### src/rtl/lsu_ctrl.sv
// lsu_ctrl: load-store controller in front of the byte-addressed data_mem.
// Accepts one load/store at a time (valid/ready), checks funct3 legality,
// alignment and range, drives the memory port for exactly one ACCESS cycle
// and returns a registered response (extended load data or a fault code).
//
// Ports:
//   lsu_clk, lsu_rst           clock, asynchronous active-high reset
//   lsu_req_*                  request channel (valid/ready, load, funct3,
//                              base, offset, wdata, rd)
//   lsu_rsp_*                  response channel (valid/ready, rdata, rd, fault)
//   data_m_addr/in/R/W/instr   memory command port
//   data_m_out                 combinational load data from the memory
module lsu_ctrl #(
    parameter int unsigned DEPTH = 180
) (
    input  logic        lsu_clk,
    input  logic        lsu_rst,
    input  logic        lsu_req_valid,
    output logic        lsu_req_ready,
    input  logic        lsu_req_load,
    input  logic [2:0]  lsu_req_funct3,
    input  logic [31:0] lsu_req_base,
    input  logic [31:0] lsu_req_offset,
    input  logic [31:0] lsu_req_wdata,
    input  logic [4:0]  lsu_req_rd,
    output logic        lsu_rsp_valid,
    input  logic        lsu_rsp_ready,
    output logic [31:0] lsu_rsp_rdata,
    output logic [4:0]  lsu_rsp_rd,
    output logic [1:0]  lsu_rsp_fault,
    output logic [31:0] data_m_addr,
    output logic [31:0] data_m_in,
    output logic        data_m_R,
    output logic        data_m_W,
    output logic [2:0]  data_m_instr,
    input  logic [31:0] data_m_out
);

    typedef enum logic [1:0] {StIdle, StAccess, StResp} state_e;

    localparam logic [1:0] FaultOk    = 2'b00;
    localparam logic [1:0] FaultAlign = 2'b01;
    localparam logic [1:0] FaultRange = 2'b10;
    localparam logic [1:0] FaultIll   = 2'b11;

    state_e      state_q, state_d;
    logic [31:0] addr_q;
    logic [31:0] wdata_q;
    logic [4:0]  rd_q;
    logic        load_q;
    logic [2:0]  instr_q;
    logic [1:0]  fault_q;
    logic [31:0] rdata_q;

    logic        accept;
    logic [31:0] req_addr;
    logic [2:0]  req_instr;
    logic [2:0]  req_size;
    logic        req_illegal;
    logic        req_misaligned;
    logic        req_out_of_range;
    logic [1:0]  req_fault;
    logic [31:0] load_ext;

    // Request decode: address, access code, size and fault classification.
    always_comb begin
        req_addr    = lsu_req_base + lsu_req_offset;
        req_instr   = 3'd0;
        req_size    = 3'd1;
        req_illegal = 1'b0;
        if (lsu_req_load) begin
            case (lsu_req_funct3)
                3'b000:  begin req_instr = 3'd0; req_size = 3'd1; end
                3'b001:  begin req_instr = 3'd1; req_size = 3'd2; end
                3'b010:  begin req_instr = 3'd2; req_size = 3'd4; end
                3'b100:  begin req_instr = 3'd3; req_size = 3'd1; end
                3'b101:  begin req_instr = 3'd4; req_size = 3'd2; end
                default: req_illegal = 1'b1;
            endcase
        end else begin
            case (lsu_req_funct3)
                3'b000:  begin req_instr = 3'd5; req_size = 3'd1; end
                3'b001:  begin req_instr = 3'd6; req_size = 3'd2; end
                3'b010:  begin req_instr = 3'd7; req_size = 3'd4; end
                default: req_illegal = 1'b1;
            endcase
        end

        req_misaligned = ((req_size == 3'd2) && req_addr[0]) ||
                         ((req_size == 3'd4) && (req_addr[1:0] != 2'b00));
        // 33-bit compare: addresses near 2^32 must not wrap into range.
        req_out_of_range = {1'b0, req_addr} > (33'(DEPTH) - 33'(req_size));

        if (req_illegal) begin
            req_fault = FaultIll;
        end else if (req_misaligned) begin
            req_fault = FaultAlign;
        end else if (req_out_of_range) begin
            req_fault = FaultRange;
        end else begin
            req_fault = FaultOk;
        end
    end

    // Load data extension; idempotent if the memory already extends.
    always_comb begin
        case (instr_q)
            3'd0:    load_ext = {{24{data_m_out[7]}}, data_m_out[7:0]};
            3'd1:    load_ext = {{16{data_m_out[15]}}, data_m_out[15:0]};
            3'd3:    load_ext = {24'd0, data_m_out[7:0]};
            3'd4:    load_ext = {16'd0, data_m_out[15:0]};
            default: load_ext = data_m_out;
        endcase
    end

    assign accept = lsu_req_valid && (state_q == StIdle);

    always_comb begin
        state_d = state_q;
        case (state_q)
            StIdle: begin
                if (accept) begin
                    state_d = (req_fault == FaultOk) ? StAccess : StResp;
                end
            end
            StAccess: state_d = StResp;
            StResp: begin
                if (lsu_rsp_ready) begin
                    state_d = StIdle;
                end
            end
            default: state_d = StIdle;
        endcase
    end

    always_ff @(posedge lsu_clk or posedge lsu_rst) begin
        if (lsu_rst) begin
            state_q <= StIdle;
            addr_q  <= 32'd0;
            wdata_q <= 32'd0;
            rd_q    <= 5'd0;
            load_q  <= 1'b0;
            instr_q <= 3'd0;
            fault_q <= FaultOk;
            rdata_q <= 32'd0;
        end else begin
            state_q <= state_d;
            if (accept) begin
                addr_q  <= req_addr;
                wdata_q <= lsu_req_wdata;
                rd_q    <= lsu_req_rd;
                load_q  <= lsu_req_load;
                instr_q <= req_instr;
                fault_q <= req_fault;
                rdata_q <= 32'd0;
            end else if ((state_q == StAccess) && load_q) begin
                rdata_q <= load_ext;
            end
        end
    end

    // Strobes decode from registered state so reset kills them at once.
    assign data_m_R      = (state_q == StAccess) && load_q;
    assign data_m_W      = (state_q == StAccess) && !load_q;
    assign data_m_addr   = addr_q;
    assign data_m_in     = wdata_q;
    assign data_m_instr  = instr_q;

    assign lsu_req_ready = (state_q == StIdle);
    assign lsu_rsp_valid = (state_q == StResp);
    assign lsu_rsp_rdata = rdata_q;
    assign lsu_rsp_rd    = rd_q;
    assign lsu_rsp_fault = fault_q;

endmodule

### config.mk
export PLATFORM = sky130hd
export DESIGN_NAME = lsu_ctrl
export DESIGN_NICKNAME = d
export VERILOG_FILES = /design/src/rtl/lsu_ctrl.sv
export SDC_FILE = /design/constraint.sdc
export NUM_CORES = 1
export LEC_CHECK = 0
export CAP_MARGIN = 20
export CELL_PAD_IN_SITES_DETAIL_PLACEMENT = 1
export CELL_PAD_IN_SITES_GLOBAL_PLACEMENT = 1
export CORE_MARGIN = 2
export CORE_UTILIZATION = 33
export CTS_CLUSTER_SIZE = 24
export DETAILED_ROUTE_END_ITERATION = 16
export PLACE_DENSITY = 0.84
export SYNTH_ARGS = -nofsm -noshare
export SYNTH_HDL_FRONTEND = slang
export SYNTH_SLANG_ARGS = --single-unit
export TNS_END_PERCENT = 5
### constraint.sdc
create_clock -name lsu_clk -period 4.7 [get_ports lsu_clk]
set_input_delay 0.94 -clock lsu_clk [delete_from_list [all_inputs] [get_ports lsu_clk]]
set_output_delay 0.94 -clock lsu_clk [all_outputs]
set_load 0.05 [all_outputs]
* Word-level counts from Yosys, hierarchy flattened *
Index checks and enable logic that the tools add are counted.
Widths: inputs -> output; s select.

storage, ports and cells
  register bits after elaboration = 109
  input bits = 141
  output and inout bits = 110

operators by class
  add/subtract/negate cells = 2
  $lt $le $gt $ge = 1
  eq/ne operators = 13
  muxes and demuxes = 19
  reduce and logical (&&, ||, !) cells = 17

operator list
  cell                 number
  $pmux 32 s4          1
  $mux 32              2
  $gt 32x33->1         1
  $add 32x32->32       1
  $eq 3x3->1 const B   4
  $mux 2               6
  $pmux 3 s2           2
  $pmux 3 s4           1
  $eq 3x2->1 const B   3
  $pmux 3 s3           1
  $sub 8x3->9 const A  1
  $eq 3x1->1 const B   2
  $logic_not 3->1      2
  $mux 3               2
  $pmux 2 s3           1
  $logic_and 1x1->1    5
  $reduce_or 5->1      1
  $logic_not 2->1      2
  $ne 2x1->1 const B   2
  $reduce_bool 2->1    2
  $mux 1               3
  $reduce_or 3->1      1
  $eq 2x1->1 const B   1
  $eq 2x2->1 const B   1
  4 further kinds      4

* Longest topological paths before layout *
Gate-level depths: netlist of run 1.

  depth in word-level cells = 13
  depth in mapped cells = 18
  gate-level depth less buffers = 18

* Least setup slack after synthesis of run 1 *
No wires, ideal clock.

  kind = input -> register
  start point = in lsu_req_base[0]
  end point = reg state_q[1]
  arrival = 3.431 ns
  data required time = 4.530 ns
  slack = 1.099 ns
  stages = 17
  path buffers = 0
  cells stage by stage = ha_1 > inv_1 > fa_1 > nand2b_1 > nand2b_1 > a21oi_1 > xnor2_1 > ha_1 > a21oi_1 > o21ai_0 > o22ai_1 > o21a_1 > o2111ai_1 > nor4_2 > nand4_1 > o21ai_1 > a21oi_1

between the ends
  elaborated cells on any way between the ends = 13

RTL lines
  what                    RTL line  text
  start: declaration      22        input logic [31:0] lsu_req_base,
  $add 32x32->32          67        req_addr = lsu_req_base + lsu_req_offset;
  via req_addr[4]         56        logic [31:0] req_addr;
  $gt 32x33->1            92        req_out_of_range = {1'b0, req_addr} > (33'(DEPTH) - 33'(req_size));
  $mux 2                  98        end else if (req_out_of_range) begin
  $mux 2                  96        end else if (req_misaligned) begin
  $mux 2                  94        if (req_illegal) begin
  $logic_not 2->1         123       state_d = (req_fault == FaultOk) ? StAccess : StResp;
  $mux 2                  123
  $mux 2                  122       if (accept) begin
  $pmux 2 s3              120       case (state_q)
  end signal: assignment  138       state_q <= StIdle;
  end signal: assignment  147       state_q <= state_d;
  end: declaration        46        state_e state_q, state_d;

The timed path passes the listed nets, and every way through them passes these cells. The select of a mux whose other input is x is not followed.
A chain may end at the register's enable or synchronous reset.

* Worst setup path in the final report of run 1 *
  start point = in lsu_req_offset[0]
  end point = reg state_q[1]

between the ends
  elaborated cells on any way between the ends = 13

RTL lines
  what                RTL line  text
  start: declaration  23        input logic [31:0] lsu_req_offset,
  $add 32x32->32      67
  via req_addr[4]     56
  $gt 32x33->1        92
  $mux 2              98
  $mux 2              96
  $mux 2              94
  $logic_not 2->1     123
  $mux 2              123
  $mux 2              122
  $pmux 2 s3          120

The timed path passes the listed nets, and every way through them passes these cells. The select of a mux whose other input is x is not followed.

==> run_results.csv, run 1 <==
group,metric,value,unit
status,status,"finished clean",
finish,register_area,0.00273,mm²
setup_path,cp-start-kind,"input port",
logic_synthesis,ys_warn_count,0,
die,dieArea,0.0212,mm²
setup_path,critPathCaptureType,"flop",
logic_synthesis,ys_dominant_reg_cell,"dfrtp_1",
setup_path,crit_buf_inv,2,
power,switchingPower,1700,µW
clock_tree,cts_hold_buffers,0,
clock_tree,htreeDepth,3,
detailed_routing,vias,6108,
clock_tree,cts_inserted_buffers,9,
place,placed_cell_area,0.00934,mm²
logic_synthesis,netlist.area_leader.share,41.3,%
finish,syn2layout_area_growth,45.6,%
setup_path,reg2reg_from,"state_q[0]",
die,ioPinCount,251,
timing,finalSetupTns,0,ns
finish,diodes,0,
setup_path,reg2reg_depth,4,
global_routing,overflow,0,
power,ir_worst_vdd,0.184,mV
die,rows,51,
timing,grt_setup_unrepaired,"no",
hold_path,hp-class,"flop to flop",
global_routing,grt_start_max_net_pins,75,
place,dp.cells,1182,
clock_tree,cts_sinks,109,
finish,fin_nets,1110,
global_routing,antenna_found_initial,0,
finish,drive_above_1_share,9.66,%
power,power_density,404,mW/mm²
die,fp.dieH,145,µm
setup_path,path_max_fanout,3,
finish,fillers,2187,
clock_tree,root_buffer,"clkbuf_16",
setup_path,critPathTopFamily,"compound AO/OA/AOI/OAI gates",
detailed_routing,antenna_left,0,
timing,finalHoldViolCount,0,
logic_synthesis,ys_top_cells_by_area,"dfrtp_1 (41%), ha_1 (7.6%), mux2_2 (7.3%), o21ai_0 (6.0%), nand2_1 (5.2%)",
detailed_routing,totalWireLength,22400,µm
logic_synthesis,synth_edf_count,0,
place,port_buffers,250,
power,p_sw_share,43.8,%
clock_tree,clk_pin_slew_worst_paths,0.08,ns
logic_synthesis,synth-xor-area-share,3.71,%
detailed_routing,first_iter_violations,178,
logic_synthesis,seq_area_frac_synth,41.3,%
die,dieWidth,145,µm
logic_synthesis,yosysTopAreaCell,"dfrtp_1",
clock_tree,ctsResizeCount,0,
setup_path,cp_data_arrival_time,4.44,ns
setup_path,r2r-end,"data_m_in[26]",
detailed_routing,firstDrtPassIters,4,
logic_synthesis,synth_compound_gate_area_share,21.6,%
logic_synthesis,synth_top_family_by_area,"compound AO/OA/AOI/OAI gates",
timing,fmax,237,MHz
timing,finalSetupViolCount,0,
clock_tree,clock_latency,0.36,ns
setup_path,cp.depth,18,
global_routing,grtUsageTotal,21.5,%
timing,fin_skew,0.0107,ns
power,seq_power_share,31.9,%
job,maxCapViolCount,0,
finish,final_cell_area,0.00962,mm²
logic_synthesis,synth_mux_area_share,7.96,%
timing,fin_hold_ws,0.483,ns
finish,instances_no_fill,1197,
logic_synthesis,yosysUniqueCellTypes,69,
clock_tree,post_cts_buffers,0,
detailed_routing,vias_per_cell,5.10,
logic_synthesis,yosys.area_share.simple,13.6,%
setup_path,path_class,"input port to flop",
die,core-area,0.0195,mm²
power,combPwrFrac,49.1,%
logic_synthesis,synthAdderAreaFrac,7.88,%
logic_synthesis,async_flop_share,100,%
power,leakage,0.00400,µW
power,p_int,2190,µW
setup_path,critPathSlowestCell,"clkdlybuf4s50_1",
timing,period_share,89.8,%
timing,finalCriticalPeriod,4.22,ns
setup_path,crit_required,4.92,ns
power,clkPwrFrac,19.0,%
setup_path,path_common_cell,"a21oi_1",
logic_synthesis,synthesis.nets,877,
global_routing,grt_pass1_vias,6570,
place,gp_congestion,0.799,
finish,final_cell_mix,"clkdlybuf4s50_1 (250), dfrtp_1 (109), nand2_1 (91)",
clock_tree,cts_tree,"yes",
logic_synthesis,syn_inst,695,
setup_path,r2r_setup_slack,2.54,ns
die,start_util,33.8,%
timing,slew_violations,0,
finish,fin_util,49.3,%
finish,final_common_cell,"clkdlybuf4s50_1",
timing,worst_slew_pin_slew,0.941,ns
setup_path,crit_end,"state_q[1]",
timing,slew_headroom,37.3,%
logic_synthesis,synth_seq_cells,109,
place,dp_hpwl,17900,µm
detailed_routing,wl_per_cell,18.7,µm
setup_path,slowest_delay,0.47,ns
detailed_routing,drcViolationCount,0,
setup_path,cp_cell_sequence,"clkdlybuf4s50_1 > ha_1 > inv_1 > fa_1 > nand2b_1 > nand2b_1 > a21oi_1 > xnor2_1 > ha_1 > a21oi_1 > o21ai_0 > o22ai_1 > o21a_1 > o2111ai_1 > nor4_2 > nand4_1 > o21ai_1 > a21oi_1",
global_routing,grt_pass1_wl,36600,µm
setup_path,crit_path_start,"lsu_req_offset[0]",
logic_synthesis,synth.cell_area,0.00661,mm²
finish,multi_input_area,0.00363,mm²
clock_tree,clockBufferDepth,2,
logic_synthesis,syn_area_per_cell,9.50,µm²
## layout make-up
type / instances / area share, %
multi-input combinational: 527 / 37.8
sequential: 109 / 28.4
tap: 265 / 3.45
clock inverter: 5 / 0.481
timing repair buffer: 258 / 26.6
inverter: 23 / 0.924
clock buffer: 10 / 2.38
## Yosys cell counts, types with 5 or more instances
cell type	count
nand2b_1	5
nor2_1	49
o21ai_1	6
clkbuf_1	26
nand3_1	6
ha_1	40
nor2b_1	6
nand2_1	92
o21ai_0	79
xor2_1	8
a22o_1	9
dfrtp_1	109
nand4_1	14
inv_1	23
xnor2_1	20
buf_2	5
o21a_1	12
a21o_1	6
mux2_2	43
a21oi_1	43
## sequential cells by signal (all words and copies together) (netlist names)
name and count:
data_m_addr 32, data_m_in 32, data_m_instr 3, load_q 1
lsu_rsp_fault 2, lsu_rsp_rd 5, lsu_rsp_rdata 32, state_q 2
## worst min path at each step
stage	start	to	cells past startpoint
2_1_floorplan	load_q	load_q	2
3_3_place_gp	lsu_rsp_rdata[19]	lsu_rsp_rdata[19]	2
3_5_place_dp	data_m_addr[29]	data_m_addr[29]	2
4_1_cts	data_m_addr[29]	data_m_addr[29]	2
5_1_grt	data_m_addr[29]	data_m_addr[29]	2
6_report	lsu_rsp_rdata[30]	lsu_rsp_rdata[30]	2
## metal layers
metal	global-route usage (%)	vias up	wire length [µm]
met2	38.5	175	11300
li1	-	2954	-
met1	26.9	2964	9750
met4	4.90	0	289
met3	4.17	15	1050
met5	0	-	0
## worst register-to-register path: cells and delay by family, from the launching register on
| family | cells | cell delay, ns |
|---|---|---|
| multiplexers | 1 | 0.31 |
| buffers and inverters | 1 | 0.44 |
| flip-flops | 1 | 0.42 |
| AND/OR/NAND/NOR | 2 | 0.88 |
## cell families (layout without fill, tap and decap cells)
family / Yosys count / count (layout)
AO/OA/AOI/OAI: 213 / 213
XOR/XNOR: 28 / 28
adder cells (fa/ha/maj): 41 / 41
buffers and inverters: 59 / 296
flip-flops: 109 / 109
multiplexers: 47 / 47
other: 1 / 1
AND/OR/NAND/NOR: 197 / 197
## through the flow
| step | power (µW) | worst slack, ns |
|---|---|---|
| after floorplan | 2450 | 0.886 |
| after global placement | 3130 | 0.242 |
| after detailed placement | 3180 | 0.0845 |
| after CTS | 3930 | 0.441 |
| after global routing | 4080 | 0.120 |
| final | 3890 | 0.480 |
## power groups by stage
stage | logic (µW) | registers, µW | clock network (µW)
final | 1910 | 1240 | 738
after global placement | 1880 | 1250 | 0
after CTS | 1920 | 1240 | 762
after detailed placement | 1920 | 1260 | 0
after floorplan | 563 | 1890 | 0
after global routing | 2020 | 1270 | 793
(Power assumes the default switching activity.)
==> run 2, diff against run 1 <==
==> config.mk (replaced) <==
export PLATFORM = sky130hd
export DESIGN_NAME = lsu_ctrl
export DESIGN_NICKNAME = d
export VERILOG_FILES = /design/src/rtl/lsu_ctrl.sv
export SDC_FILE = /design/constraint.sdc
export NUM_CORES = 1
export LEC_CHECK = 0
export CAP_MARGIN = 20
export CORE_MARGIN = 2
export CORE_UTILIZATION = 38
export CTS_CLUSTER_SIZE = 24
export DETAILED_ROUTE_END_ITERATION = 16
export PLACE_DENSITY = 0.74
export SYNTH_ARGS = -nofsm -noshare
export SYNTH_HDL_FRONTEND = slang
export SYNTH_SLANG_ARGS = --single-unit
export TNS_END_PERCENT = 5
==> run 2 against run 1 <==
  * Final area decreased by 0.22%
  * Utilization increased by 6.8 points
  * Count of clock-buffer cells in the layout unchanged
  * Final cell count decreased by 3.3%
  * Routed wire length decreased by 16%
  * Via count decreased by 1.2%
  * Critical endpoint unchanged
  * Largest power group unchanged
==> run_results.csv, run 2 (synthesized netlist as in run 1, its figures left out) <==
group,metric,value,unit
detailed_routing,wl_met2,9270,µm
setup_path,r2r-end,"lsu_rsp_rdata[29]",
detailed_routing,first_iter_violations,296,
place,dp.cells,1141,
global_routing,grt_pass1_wl,29500,µm
detailed_routing,wl_per_cell,16.3,µm
setup_path,crit_required,4.91,ns
global_routing,grtUsageTotal,20.1,%
detailed_routing,totalWireLength,18900,µm
detailed_routing,antenna_left,0,
timing,finalSetupTns,0,ns
setup_path,cp-start-kind,"input port",
place,dp_hpwl,15000,µm
timing,finalSetupViolCount,0,
timing,fmax,245,MHz
finish,diodes,0,
hold_path,min_path_cells,2,
timing,finalHoldViolCount,0,
die,fp.dieH,136,µm
global_routing,overflow,0,
clock_tree,clockBufferDepth,2,
detailed_routing,vias_per_cell,5.21,
die,dieWidth,136,µm
die,ioPinCount,251,
clock_tree,clk_pin_slew_worst_paths,0.07,ns
finish,final_cell_mix,"clkdlybuf4s50_1 (250), dfrtp_1 (109), nand2_1 (91)",
hold_path,hp-class,"flop to flop",
power,p_total,3850,µW
detailed_routing,dr_wl_met3,1540,µm
finish,instances_no_fill,1158,
timing,fin_hold_ws,0.479,ns
clock_tree,htreeDepth,3,
detailed_routing,drcViolationCount,0,
setup_path,path_class,"input port to flop",
finish,fin_nets,1110,
timing,finalCriticalPeriod,4.09,ns
detailed_routing,vias,6033,
place,port_buffers,250,
clock_tree,ctsResizeCount,0,
place,gp_congestion,0.870,
setup_path,critPathCaptureType,"flop",
timing,slew_headroom,41.1,%
timing,worst_slew_pin_slew,0.884,ns
setup_path,reg2reg_depth,6,
clock_tree,post_cts_buffers,0,
setup_path,r2r_setup_slack,2.47,ns
die,core-area,0.0171,mm²
detailed_routing,top_layer,"met4",
finish,final_common_cell,"clkdlybuf4s50_1",
clock_tree,cts_sinks,109,
finish,drive_above_1_share,9.75,%
global_routing,grt_start_max_net_pins,100,
setup_path,path_max_fanout,3,
global_routing,grt_pass1_vias,5775,
die,dieArea,0.0185,mm²
power,power_density,401,mW/mm²
global_routing,antenna_found_initial,0,
hold_path,min_from,"data_m_addr[18]",
clock_tree,cts_hold_buffers,0,
clock_tree,cts_inserted_buffers,9,
clock_tree,clock_latency,0.35,ns
timing,slew_violations,0,
hold_path,min_to,"data_m_addr[18]",
setup_path,cp_data_arrival_time,4.30,ns
die,rows,48,
clock_tree,cts_tree,"yes",
status,status,"finished clean",
timing,grt_setup_unrepaired,"no",
die,start_util,38.6,%
finish,syn2layout_area_growth,45.3,%
timing,fin_skew,0.00842,ns
power,leakage,0.00401,µW
power,ir_worst_vdd,0.244,mV
job,maxCapViolCount,0,
clock_tree,root_buffer,"clkbuf_16",
setup_path,reg2reg_from,"state_q[1]",
detailed_routing,wl_met1,7760,µm
detailed_routing,firstDrtPassIters,5,
timing,period_share,87.0,%
[run 2: cell types whose count changed in the layout (fill, tap and decap cells not counted)]
cell,previous run,this run
buf_16,0,1
buf_4,8,7
clkinv_2,0,1
clkinv_4,4,0
clkinv_8,0,1
clkinvlp_4,0,1
inv_6,0,3
inv_8,1,0
[run 2: cell type report]
cell class | instances | area, µm²
clock buffer | 10 | 229
clock inverter | 6 | 55.1
fill | 1568 | 7520
inverter | 23 | 88.8
multi-input combinational | 527 | 3630
sequential | 109 | 2730
tap | 225 | 282
timing repair buffer | 258 | 2580
[run 2: where the power goes]
part,switching (µW),leakage [µW],internal (µW),total (µW)
registers,105,0.00137,1120,1230
logic,1180,0.00250,699,1880
clock network,364,0.000137,370,734
[run 2: how the worst max path moves through the flow]
stage                    start              to  slack (ns)  cells after the start
3_5_place_dp   lsu_req_base[0]      state_q[1]        0.21                     18
5_1_grt        lsu_req_base[0]      state_q[1]        0.24                     18
2_1_floorplan          lsu_rst  data_m_addr[0]        0.89                      1
4_1_cts        lsu_req_base[0]      state_q[1]        0.55                     18
3_3_place_gp   lsu_req_base[0]      state_q[1]        0.28                     18
6_report       lsu_req_base[0]      state_q[1]        0.61                     18
[run 2: worst max-delay path: stages]
cell and delay, ns:
clkdlybuf4s50_1 0.47, ha_1 0.20, inv_1 0.07, fa_1 0.39
nand2b_1 0.20, nand2b_1 0.09, a21oi_1 0.08, xnor2_1 0.21
ha_1 0.29, a21oi_1 0.13, o21ai_0 0.09, o22ai_1 0.13
o21a_1 0.13, o2111ai_1 0.11, nor4_2 0.29, nand4_1 0.20
o21ai_1 0.18, a21oi_1 0.08
[run 2: metal layers]
layer | vias up | GRT usage (%)
li1 | 2954 | -
met1 | 2845 | 25.0
met2 | 213 | 35.1
met3 | 21 | 4.40
met4 | 0 | 5.38
met5 | - | 0
[run 2: through the flow]
stage,instance area (µm²),util [%],setup WS [ns]
final,9600,56.1,0.613
after global routing,9600,56.1,0.242
after CTS,9570,55.9,0.545
after detailed placement,9280,54.2,0.205
after global placement,9280,54.2,0.276
after floorplan,6610,-,0.886
